--- src/rtl/cnn_stage_scheduler_if.sv ---
// ---------------------------------------------------------------------------
// cnn_stage_scheduler_if
// Signal bundle between the frame scheduler and the CNN pipeline stages
// (conv2d -> relu -> maxpool -> flatten -> dense -> UART TX).
//
// Handshake: there is no valid/ready pair on this bundle. Every *_start,
// *_done, frame_loaded, frame_done and err_clear is a one-cycle pulse that
// is acted on at the rising clock edge where it is sampled high; the sender
// never waits for an acknowledge. tx_busy and abort are levels, sampled
// every edge. own is a registered one-hot grant (at most one bit set) that
// the top-level muxes use to steer the CONV/POOL BRAM ports.
//
// Modports
//   master : the scheduler (drives starts, grant, status; reads dones)
//   slave  : the pipeline / top level (drives dones, reads starts, grant)
// ---------------------------------------------------------------------------
interface cnn_stage_scheduler_if #(
   parameter int CYC_W = 32
) ();
   // pipeline -> scheduler
   logic             frame_loaded;
   logic             conv_done;
   logic             relu_done;
   logic             pool_done;
   logic             dense_done;
   logic             tx_busy;
   logic             abort;
   logic             err_clear;
   // scheduler -> pipeline
   logic             conv_start;
   logic             relu_start;
   logic             pool_start;
   logic             dense_start;
   logic             tx_start;
   logic [3:0]       own;
   logic             busy;
   logic             frame_done;
   logic             overrun;
   logic             timeout_err;
   logic [2:0]       err_stage;
   logic [CYC_W-1:0] last_frame_cycles;

   modport master (
      input  frame_loaded, conv_done, relu_done, pool_done, dense_done,
             tx_busy, abort, err_clear,
      output conv_start, relu_start, pool_start, dense_start, tx_start,
             own, busy, frame_done, overrun, timeout_err, err_stage,
             last_frame_cycles
   );

   modport slave (
      output frame_loaded, conv_done, relu_done, pool_done, dense_done,
             tx_busy, abort, err_clear,
      input  conv_start, relu_start, pool_start, dense_start, tx_start,
             own, busy, frame_done, overrun, timeout_err, err_stage,
             last_frame_cycles
   );
endinterface

--- src/rtl/cnn_stage_scheduler.sv ---
// ---------------------------------------------------------------------------
// cnn_stage_scheduler
// Frame-level sequencer and BRAM-port owner for the CNN pipeline. Walks one
// frame through conv -> relu -> pool -> flatten -> dense -> TX, issuing a
// one-cycle start pulse per stage together with a registered one-hot grant.
// Adds a per-stage watchdog, abort, frame overrun detection and a
// frame latency measurement.
//
// Parameters
//   TIMEOUT_CYCLES : cycles a watched stage may run before its exit
//                    condition; 0 disables the watchdog
//   CYC_W          : width of the latency counter / last_frame_cycles
// Ports
//   clk          : system clock
//   reset_n      : asynchronous active-low reset (synchronously released
//                  upstream)
//   bus          : cnn_stage_scheduler_if.master (pulses, grant, status)
//   o_dbg_state  : current FSM state encoding, for checkers / debug
//
// Grant encoding: own[0] conv, own[1] relu, own[2] pool, own[3] dense.
// err_stage codes: 0 conv, 1 relu, 2 pool, 3 dense, 4 tx.
// All outputs are registered; every output register is written in the
// single FSM process below.
// ---------------------------------------------------------------------------
module cnn_stage_scheduler #(
   parameter int TIMEOUT_CYCLES = 200_000,
   parameter int CYC_W          = 32
) (
   input  logic                  clk,
   input  logic                  reset_n,
   cnn_stage_scheduler_if.master bus,
   output logic [2:0]            o_dbg_state
);

   typedef enum logic [2:0] {
      S_IDLE  = 3'd0,
      S_CONV  = 3'd1,
      S_RELU  = 3'd2,
      S_POOL  = 3'd3,
      S_FLAT  = 3'd4,
      S_DENSE = 3'd5,
      S_TXW   = 3'd6,
      S_ERR   = 3'd7
   } state_t;

   // Watchdog counter only has to reach TIMEOUT_CYCLES-1.
   localparam int WD_W = (TIMEOUT_CYCLES > 1) ? $clog2(TIMEOUT_CYCLES) : 1;
   localparam logic [WD_W-1:0] WD_LAST =
      WD_W'((TIMEOUT_CYCLES > 0) ? (TIMEOUT_CYCLES - 1) : 0);
   localparam logic [WD_W-1:0] WD_ONE = WD_W'(1);

   localparam logic [3:0] OWN_NONE  = 4'b0000;
   localparam logic [3:0] OWN_CONV  = 4'b0001;
   localparam logic [3:0] OWN_RELU  = 4'b0010;
   localparam logic [3:0] OWN_POOL  = 4'b0100;
   localparam logic [3:0] OWN_DENSE = 4'b1000;

   state_t           r_state;
   logic [WD_W-1:0]  r_wd;
   logic [CYC_W-1:0] r_lat;
   logic [CYC_W-1:0] r_last;
   logic             r_conv_start;
   logic             r_relu_start;
   logic             r_pool_start;
   logic             r_dense_start;
   logic             r_tx_start;
   logic             r_frame_done;
   logic [3:0]       r_own;
   logic             r_busy;
   logic             r_overrun;
   logic             r_timeout_err;
   logic [2:0]       r_err_stage;

   logic             w_wd_expire;
   logic [CYC_W-1:0] w_lat_next;
   logic             w_in_frame;

   // The count held in r_wd is the number of completed cycles in the current
   // watched state, so expiry fires on the TIMEOUT_CYCLES-th cycle. The
   // exit condition is tested first in every state, so a done pulse landing
   // in the expiry cycle still wins.
   assign w_wd_expire = (TIMEOUT_CYCLES != 0) && (r_wd == WD_LAST);

   // Saturating increment; also the value copied out on tx_start, so the
   // final TXW cycle is included in the reported latency.
   assign w_lat_next = (r_lat == {CYC_W{1'b1}}) ? r_lat : (r_lat + CYC_W'(1));

   // States in which a new frame_loaded counts as an overrun. ERR is
   // excluded on purpose: a faulted pipeline silently drops frames.
   assign w_in_frame = (r_state != S_IDLE) && (r_state != S_ERR);

   always_ff @(posedge clk or negedge reset_n) begin
      if (!reset_n) begin
         r_state       <= S_IDLE;
         r_wd          <= '0;
         r_lat         <= '0;
         r_last        <= '0;
         r_conv_start  <= 1'b0;
         r_relu_start  <= 1'b0;
         r_pool_start  <= 1'b0;
         r_dense_start <= 1'b0;
         r_tx_start    <= 1'b0;
         r_frame_done  <= 1'b0;
         r_own         <= OWN_NONE;
         r_busy        <= 1'b0;
         r_overrun     <= 1'b0;
         r_timeout_err <= 1'b0;
         r_err_stage   <= 3'd0;
      end else begin
         // Pulses are one cycle wide unless re-asserted below.
         r_conv_start  <= 1'b0;
         r_relu_start  <= 1'b0;
         r_pool_start  <= 1'b0;
         r_dense_start <= 1'b0;
         r_tx_start    <= 1'b0;
         r_frame_done  <= 1'b0;

         // Free-running; cleared on entry to every watched state.
         r_wd <= r_wd + WD_ONE;

         if (r_busy) begin
            r_lat <= w_lat_next;
         end

         // A new error event in the same cycle as err_clear is kept
         // (assignments further down override these clears).
         if (bus.err_clear) begin
            r_overrun     <= 1'b0;
            r_timeout_err <= 1'b0;
         end

         // Covers the TXW -> IDLE edge too: state is still TXW there.
         if (bus.frame_loaded && w_in_frame) begin
            r_overrun <= 1'b1;
         end

         if (bus.abort) begin
            // abort beats every transition, including a coincident done.
            r_state <= S_IDLE;
            r_own   <= OWN_NONE;
            r_busy  <= 1'b0;
            r_lat   <= '0;
         end else begin
            unique case (r_state)
               S_IDLE: begin
                  if (bus.frame_loaded) begin
                     r_state      <= S_CONV;
                     r_conv_start <= 1'b1;
                     r_own        <= OWN_CONV;
                     r_busy       <= 1'b1;
                     r_wd         <= '0;
                     r_lat        <= '0;
                  end
               end

               S_CONV: begin
                  if (bus.conv_done) begin
                     r_state      <= S_RELU;
                     r_relu_start <= 1'b1;
                     r_own        <= OWN_RELU;
                     r_wd         <= '0;
                  end else if (w_wd_expire) begin
                     r_state       <= S_ERR;
                     r_own         <= OWN_NONE;
                     r_busy        <= 1'b0;
                     r_timeout_err <= 1'b1;
                     r_err_stage   <= 3'd0;
                  end
               end

               S_RELU: begin
                  if (bus.relu_done) begin
                     r_state      <= S_POOL;
                     r_pool_start <= 1'b1;
                     r_own        <= OWN_POOL;
                     r_wd         <= '0;
                  end else if (w_wd_expire) begin
                     r_state       <= S_ERR;
                     r_own         <= OWN_NONE;
                     r_busy        <= 1'b0;
                     r_timeout_err <= 1'b1;
                     r_err_stage   <= 3'd1;
                  end
               end

               S_POOL: begin
                  if (bus.pool_done) begin
                     // One dead cycle with no owner while flatten reads out,
                     // so the POOL and dense grants never touch.
                     r_state <= S_FLAT;
                     r_own   <= OWN_NONE;
                  end else if (w_wd_expire) begin
                     r_state       <= S_ERR;
                     r_own         <= OWN_NONE;
                     r_busy        <= 1'b0;
                     r_timeout_err <= 1'b1;
                     r_err_stage   <= 3'd2;
                  end
               end

               S_FLAT: begin
                  r_state       <= S_DENSE;
                  r_dense_start <= 1'b1;
                  r_own         <= OWN_DENSE;
                  r_wd          <= '0;
               end

               S_DENSE: begin
                  if (bus.dense_done) begin
                     r_state <= S_TXW;
                     r_own   <= OWN_NONE;
                     r_wd    <= '0;
                  end else if (w_wd_expire) begin
                     r_state       <= S_ERR;
                     r_own         <= OWN_NONE;
                     r_busy        <= 1'b0;
                     r_timeout_err <= 1'b1;
                     r_err_stage   <= 3'd3;
                  end
               end

               S_TXW: begin
                  if (!bus.tx_busy) begin
                     r_state      <= S_IDLE;
                     r_tx_start   <= 1'b1;
                     r_frame_done <= 1'b1;
                     r_busy       <= 1'b0;
                     r_last       <= w_lat_next;
                  end else if (w_wd_expire) begin
                     r_state       <= S_ERR;
                     r_own         <= OWN_NONE;
                     r_busy        <= 1'b0;
                     r_timeout_err <= 1'b1;
                     r_err_stage   <= 3'd4;
                  end
               end

               S_ERR: begin
                  // frame_loaded is deliberately not looked at here.
                  if (bus.err_clear) begin
                     r_state <= S_IDLE;
                  end
               end

               default: begin
                  r_state <= S_IDLE;
                  r_own   <= OWN_NONE;
                  r_busy  <= 1'b0;
               end
            endcase
         end
      end
   end

   assign bus.conv_start        = r_conv_start;
   assign bus.relu_start        = r_relu_start;
   assign bus.pool_start        = r_pool_start;
   assign bus.dense_start       = r_dense_start;
   assign bus.tx_start          = r_tx_start;
   assign bus.frame_done        = r_frame_done;
   assign bus.own               = r_own;
   assign bus.busy              = r_busy;
   assign bus.overrun           = r_overrun;
   assign bus.timeout_err       = r_timeout_err;
   assign bus.err_stage         = r_err_stage;
   assign bus.last_frame_cycles = r_last;
   assign o_dbg_state           = r_state;

endmodule

--- src/flat_wrapper.sv ---
// flat-port wrapper written by rule: the top's interface ports become plain ports
module cnn_stage_scheduler_flat 
#(
   parameter int TIMEOUT_CYCLES = 200_000,
   parameter int CYC_W          = 32
)
  (clk, reset_n, o_dbg_state, bus_frame_loaded, bus_conv_done, bus_relu_done, bus_pool_done, bus_dense_done, bus_tx_busy, bus_abort, bus_err_clear, bus_conv_start, bus_relu_start, bus_pool_start, bus_dense_start, bus_tx_start, bus_own, bus_busy, bus_frame_done, bus_overrun, bus_timeout_err, bus_err_stage, bus_last_frame_cycles);
  cnn_stage_scheduler_if #(.CYC_W(CYC_W)) bus_i ();
  input  logic clk;
  input  logic reset_n;
  output logic [2:0] o_dbg_state;
  input wire logic [$bits(bus_i.frame_loaded)-1:0] bus_frame_loaded;
  input wire logic [$bits(bus_i.conv_done)-1:0] bus_conv_done;
  input wire logic [$bits(bus_i.relu_done)-1:0] bus_relu_done;
  input wire logic [$bits(bus_i.pool_done)-1:0] bus_pool_done;
  input wire logic [$bits(bus_i.dense_done)-1:0] bus_dense_done;
  input wire logic [$bits(bus_i.tx_busy)-1:0] bus_tx_busy;
  input wire logic [$bits(bus_i.abort)-1:0] bus_abort;
  input wire logic [$bits(bus_i.err_clear)-1:0] bus_err_clear;
  output wire logic [$bits(bus_i.conv_start)-1:0] bus_conv_start;
  output wire logic [$bits(bus_i.relu_start)-1:0] bus_relu_start;
  output wire logic [$bits(bus_i.pool_start)-1:0] bus_pool_start;
  output wire logic [$bits(bus_i.dense_start)-1:0] bus_dense_start;
  output wire logic [$bits(bus_i.tx_start)-1:0] bus_tx_start;
  output wire logic [$bits(bus_i.own)-1:0] bus_own;
  output wire logic [$bits(bus_i.busy)-1:0] bus_busy;
  output wire logic [$bits(bus_i.frame_done)-1:0] bus_frame_done;
  output wire logic [$bits(bus_i.overrun)-1:0] bus_overrun;
  output wire logic [$bits(bus_i.timeout_err)-1:0] bus_timeout_err;
  output wire logic [$bits(bus_i.err_stage)-1:0] bus_err_stage;
  output wire logic [$bits(bus_i.last_frame_cycles)-1:0] bus_last_frame_cycles;
  assign bus_i.frame_loaded = bus_frame_loaded;
  assign bus_i.conv_done = bus_conv_done;
  assign bus_i.relu_done = bus_relu_done;
  assign bus_i.pool_done = bus_pool_done;
  assign bus_i.dense_done = bus_dense_done;
  assign bus_i.tx_busy = bus_tx_busy;
  assign bus_i.abort = bus_abort;
  assign bus_i.err_clear = bus_err_clear;
  assign bus_conv_start = bus_i.conv_start;
  assign bus_relu_start = bus_i.relu_start;
  assign bus_pool_start = bus_i.pool_start;
  assign bus_dense_start = bus_i.dense_start;
  assign bus_tx_start = bus_i.tx_start;
  assign bus_own = bus_i.own;
  assign bus_busy = bus_i.busy;
  assign bus_frame_done = bus_i.frame_done;
  assign bus_overrun = bus_i.overrun;
  assign bus_timeout_err = bus_i.timeout_err;
  assign bus_err_stage = bus_i.err_stage;
  assign bus_last_frame_cycles = bus_i.last_frame_cycles;
  cnn_stage_scheduler #(.TIMEOUT_CYCLES(TIMEOUT_CYCLES), .CYC_W(CYC_W)) u_core (.clk(clk), .reset_n(reset_n), .bus(bus_i), .o_dbg_state(o_dbg_state));
endmodule
--- config.mk ---
export PLATFORM = sky130hd
export DESIGN_NAME = cnn_stage_scheduler_flat
export DESIGN_NICKNAME = d
export VERILOG_FILES = /design/src/rtl/cnn_stage_scheduler_if.sv /design/src/rtl/cnn_stage_scheduler.sv /design/src/flat_wrapper.sv
export SDC_FILE = /design/constraint.sdc
export NUM_CORES = 1
export LEC_CHECK = 0
export BUFFER_PORTS_ARGS = -buffer_cell sky130_fd_sc_hd__buf_2
export CORE_MARGIN = 3
export CORE_UTILIZATION = 63
export DETAILED_ROUTE_END_ITERATION = 7
export GPL_TIMING_DRIVEN = 0
export PLACE_DENSITY = 0.88
export REMOVE_ABC_BUFFERS = 1
export SYNTH_ARGS = -nofsm -noshare
export SYNTH_HDL_FRONTEND = slang
export SYNTH_SLANG_ARGS = --single-unit
--- constraint.sdc ---
create_clock -name clk -period 6.9 [get_ports clk]
set_input_delay 0.69 -clock clk [delete_from_list [all_inputs] [get_ports clk]]
set_output_delay 0.69 -clock clk [all_outputs]
set_load 0.005 [all_outputs]
==> out/results.ini <==
[critical_path]
crit_path_cell_trace = nand2b_1 -> or3_1 -> clkinv_1 -> o211ai_1 -> nand3_1
cp.arrival_ns = 3.93
cpLargestDelayFamily = simple AND/OR/NAND/NOR gates
worstPathMaxFanout = 43
cp.required_ns = 7.14
r2r_setup_slack_ns = 3.21
crit_type = flop to flop
start_kind = flop
end_kind = flop
crit_buf_inv = 1
cp_slowest_stage_delay_ns = 1.16
slowest_stage = clkinv_1

[cts]
cts_root_buf = clkbuf_8
insertion_delay_ns = 0.36
hold_buffers = 0
cts.htree.levels = 3
clk_pin_slew_ns = 0.10
cts_buffers = 9
clockBufferDepth = 2
cts_resized = 0
tritoncts = built
post-cts-setup-buffers = 0
cts_sinks = 100

[timing]
hold_viol = 0
slew_headroom_pct = 11.9
fin_crit_ns = 3.69
slew_viol_final = 0
min_period_over_period_pct = 53.5
whs_ns = 0.334
fin_skew_ns = 0.0159
finalSetupViolations = 0
worst_slew_pin_slew_ns = 1.32
tns_ns = 0
rsz0062_at_grt = no
fmax_ghz = 0.271

[placement]
numPortBuffers = 60
dpl.hpwl_mm = 8.49
gp_routability_congestion = 0.901

[power]
vdd_drop_max_mv = 0.129
p_sw_mw = 0.296
power_leakage_nw = 2.65
p_per_area_nw_per_um2 = 196
internal_power_mw = 0.888
p_clk_share_pct = 38.1
p_comb_share_pct = 9.3
p_seq_share_pct = 52.7
switching_share_pct = 25.0

[die]
die_w_um = 99.1
start_util_pct = 65.8
dieArea_um2 = 9820
row_count = 33
io_pins = 61
core_area_um2 = 8300
dieHeight_um = 99.1

[detailed_routing]
antenna_left = 0
wire_per_inst_um = 16.3
drc = 0
initialDrtViolationCount = 375
vias = 4826
first_pass_iters = 5
viasPerCell = 6.42
routed_wl_mm = 12.3

[synthesis]
netlist_area_um2 = 5460
ys_top_cells_by_area = dfrtp_1 46%, or3_1 4.0%, a21oi_1 3.7%
ys_seq_area_share_pct = 45.8
synth_edf_count = 0
yosys.area.top_type = dfrtp_1
yosysMostFrequentCell = dfrtp_1
synth_top_flop_cell = dfrtp_1
synth-async-reset-ratio_pct = 100
synth.top_cell.area_share_pct = 45.8
synth_seq_cells = 100
yosys-top-cells-count = 100 x dfrtp_1, 50 x nand2_1, 49 x nor2_1
synthDistinctLibCells = 58
synthCells = 601
avgSynthCellArea_um2 = 9.09
ys_warn_count = 0

[finish]
fillCellCount = 611
drive_above_1_share_pct = 14.7
diodes = 0
nets = 654
syn_to_final_growth_pct = 10.8

[global_route]
antenna_found_initial = 0
grt_use_total_pct = 26.3
grt_pass1_wl_mm = 21.6
grt_pass1_vias = 4662
gr-total-overflow = 0
grt_max_degree = 53

[run_status]
outcome = finished, final reports clean

[min_path]
hp-class = primary input to asynchronous set/reset pin

[run]
drv_cap = 0

==> final cells by class <==
cell class / count / area [um^2] / share of cell area, %
clock inverters: 7 / 120 / 1.99
multi-input cells: 457 / 2760 / 45.7
clock buffers: 9 / 124 / 2.05
inverters: 11 / 41.3 / 0.683
well taps: 105 / 131 / 2.17
repair buffers: 63 / 365 / 6.04
flip-flops and latches: 100 / 2500 / 41.4
==> registers in the layout, summed over array words and instances, names as in the netlist <==
signal and cells:
u_core.bus.own 4, u_core.bus.timeout_err 1, u_core.o_dbg_state 3, u_core.r_wd 18
u_core.bus.relu_start 1, u_core.bus.pool_start 1, u_core.bus.err_stage 3, u_core.bus.busy 1
u_core.bus.dense_start 1, u_core.bus.last_frame_cycles 32, u_core.bus.overrun 1, u_core.r_lat 32
u_core.bus.conv_start 1, u_core.bus.frame_done 1
==> layer usage <==
| metal | vias up | global-route usage (%) | wire length, um |
|---|---|---|---|
| li1 | 2296 | - | - |
| met5 | - | 0 | 0 |
| met3 | 24 | 4.63 | 789 |
| met1 | 2313 | 35.1 | 5280 |
| met2 | 193 | 44.2 | 5950 |
| met4 | 0 | 7.98 | 270 |
==> path summary, 6_finish.rpt <==
| kind | from | endpoint | cells after the start |
|---|---|---|---|
| setup / recovery | u_core.o_dbg_state[0]$_DFFE_PN0P_ | u_core.bus.last_frame_cycles[26]$_DFFE_PN0P_ | 5 |
| hold / removal | reset_n | u_core.bus.last_frame_cycles[6]$_DFFE_PN0P_ | 1 |
| setup reg to reg | u_core.o_dbg_state[0]$_DFFE_PN0P_ | u_core.bus.last_frame_cycles[26]$_DFFE_PN0P_ | 5 |
| hold reg to reg | u_core.bus.last_frame_cycles[7]$_DFFE_PN0P_ | u_core.bus.last_frame_cycles[7]$_DFFE_PN0P_ | 2 |
| max in group asynchronous | reset_n | u_core.bus.relu_start$_DFF_PN0_ | 2 |
| min in group clk | u_core.bus.last_frame_cycles[7]$_DFFE_PN0P_ | u_core.bus.last_frame_cycles[7]$_DFFE_PN0P_ | 2 |
==> layout by cell type, fill, tap and decap left out, types with 9 or more instances in the layout <==
cell,count
nor2_1,49
xor2_1,9
nand4_1,15
dfrtp_1,100
and3_1,17
or4_1,20
clkbuf_8,9
o21ai_0,37
a31oi_1,14
a21oi_1,40
nand3_1,33
buf_2,59
xnor2_1,16
or3_1,35
o211ai_1,13
nand2_1,50
o31ai_1,9
nor3_1,9
inv_1,10
nand2b_1,11
==> power groups by stage <==
stage          registers [mW]  clock network (mW)  logic [mW]
2_1_floorplan           0.632                   0      0.0599
3_3_place_gp            0.633                   0      0.0995
3_5_place_dp            0.635                   0       0.110
4_1_cts                 0.623               0.460       0.111
5_1_grt                 0.628               0.481       0.125
6_report                0.624               0.451       0.110
==> logic make-up (layout without fill, tap and decap cells) <==
logic type	Yosys count	count (layout)	synth area share, %
xor gates and xnor gates	25	25	4.01
and+or+nand+nor	278	278	28.7
muxes	7	7	1.33
adders and majority gates	2	2	0.458
AOI/OAI and AO/OA	145	145	16.1
DFF	100	100	45.8
buffers and inverters	44	90	3.55
==> worst register-to-register path: cells and delay by family (launching register included) <==
family	cells	cell delay, ns
compound gates	1	0.40
simple gates	3	1.27
flops	1	0.74
buf+inv	1	1.17
==> stage by stage <==
step | cell area [um^2] | power, mW | std cells | util (%) | setup WS (ns)
CTS | 6040 | 1.19 | 751 | 72.8 | 3.19
finish | 6050 | 1.18 | 752 | 72.9 | 3.21
global placement | 5740 | 0.733 | 733 | 69.2 | 3.05
floorplan | 5310 | 0.692 | 568 | - | 4.16
global route | 6050 | 1.23 | 752 | 72.9 | 2.75
detailed placement | 5800 | 0.745 | 735 | 69.8 | 2.99
No activity file was read; power rests on OpenSTA's default activity.
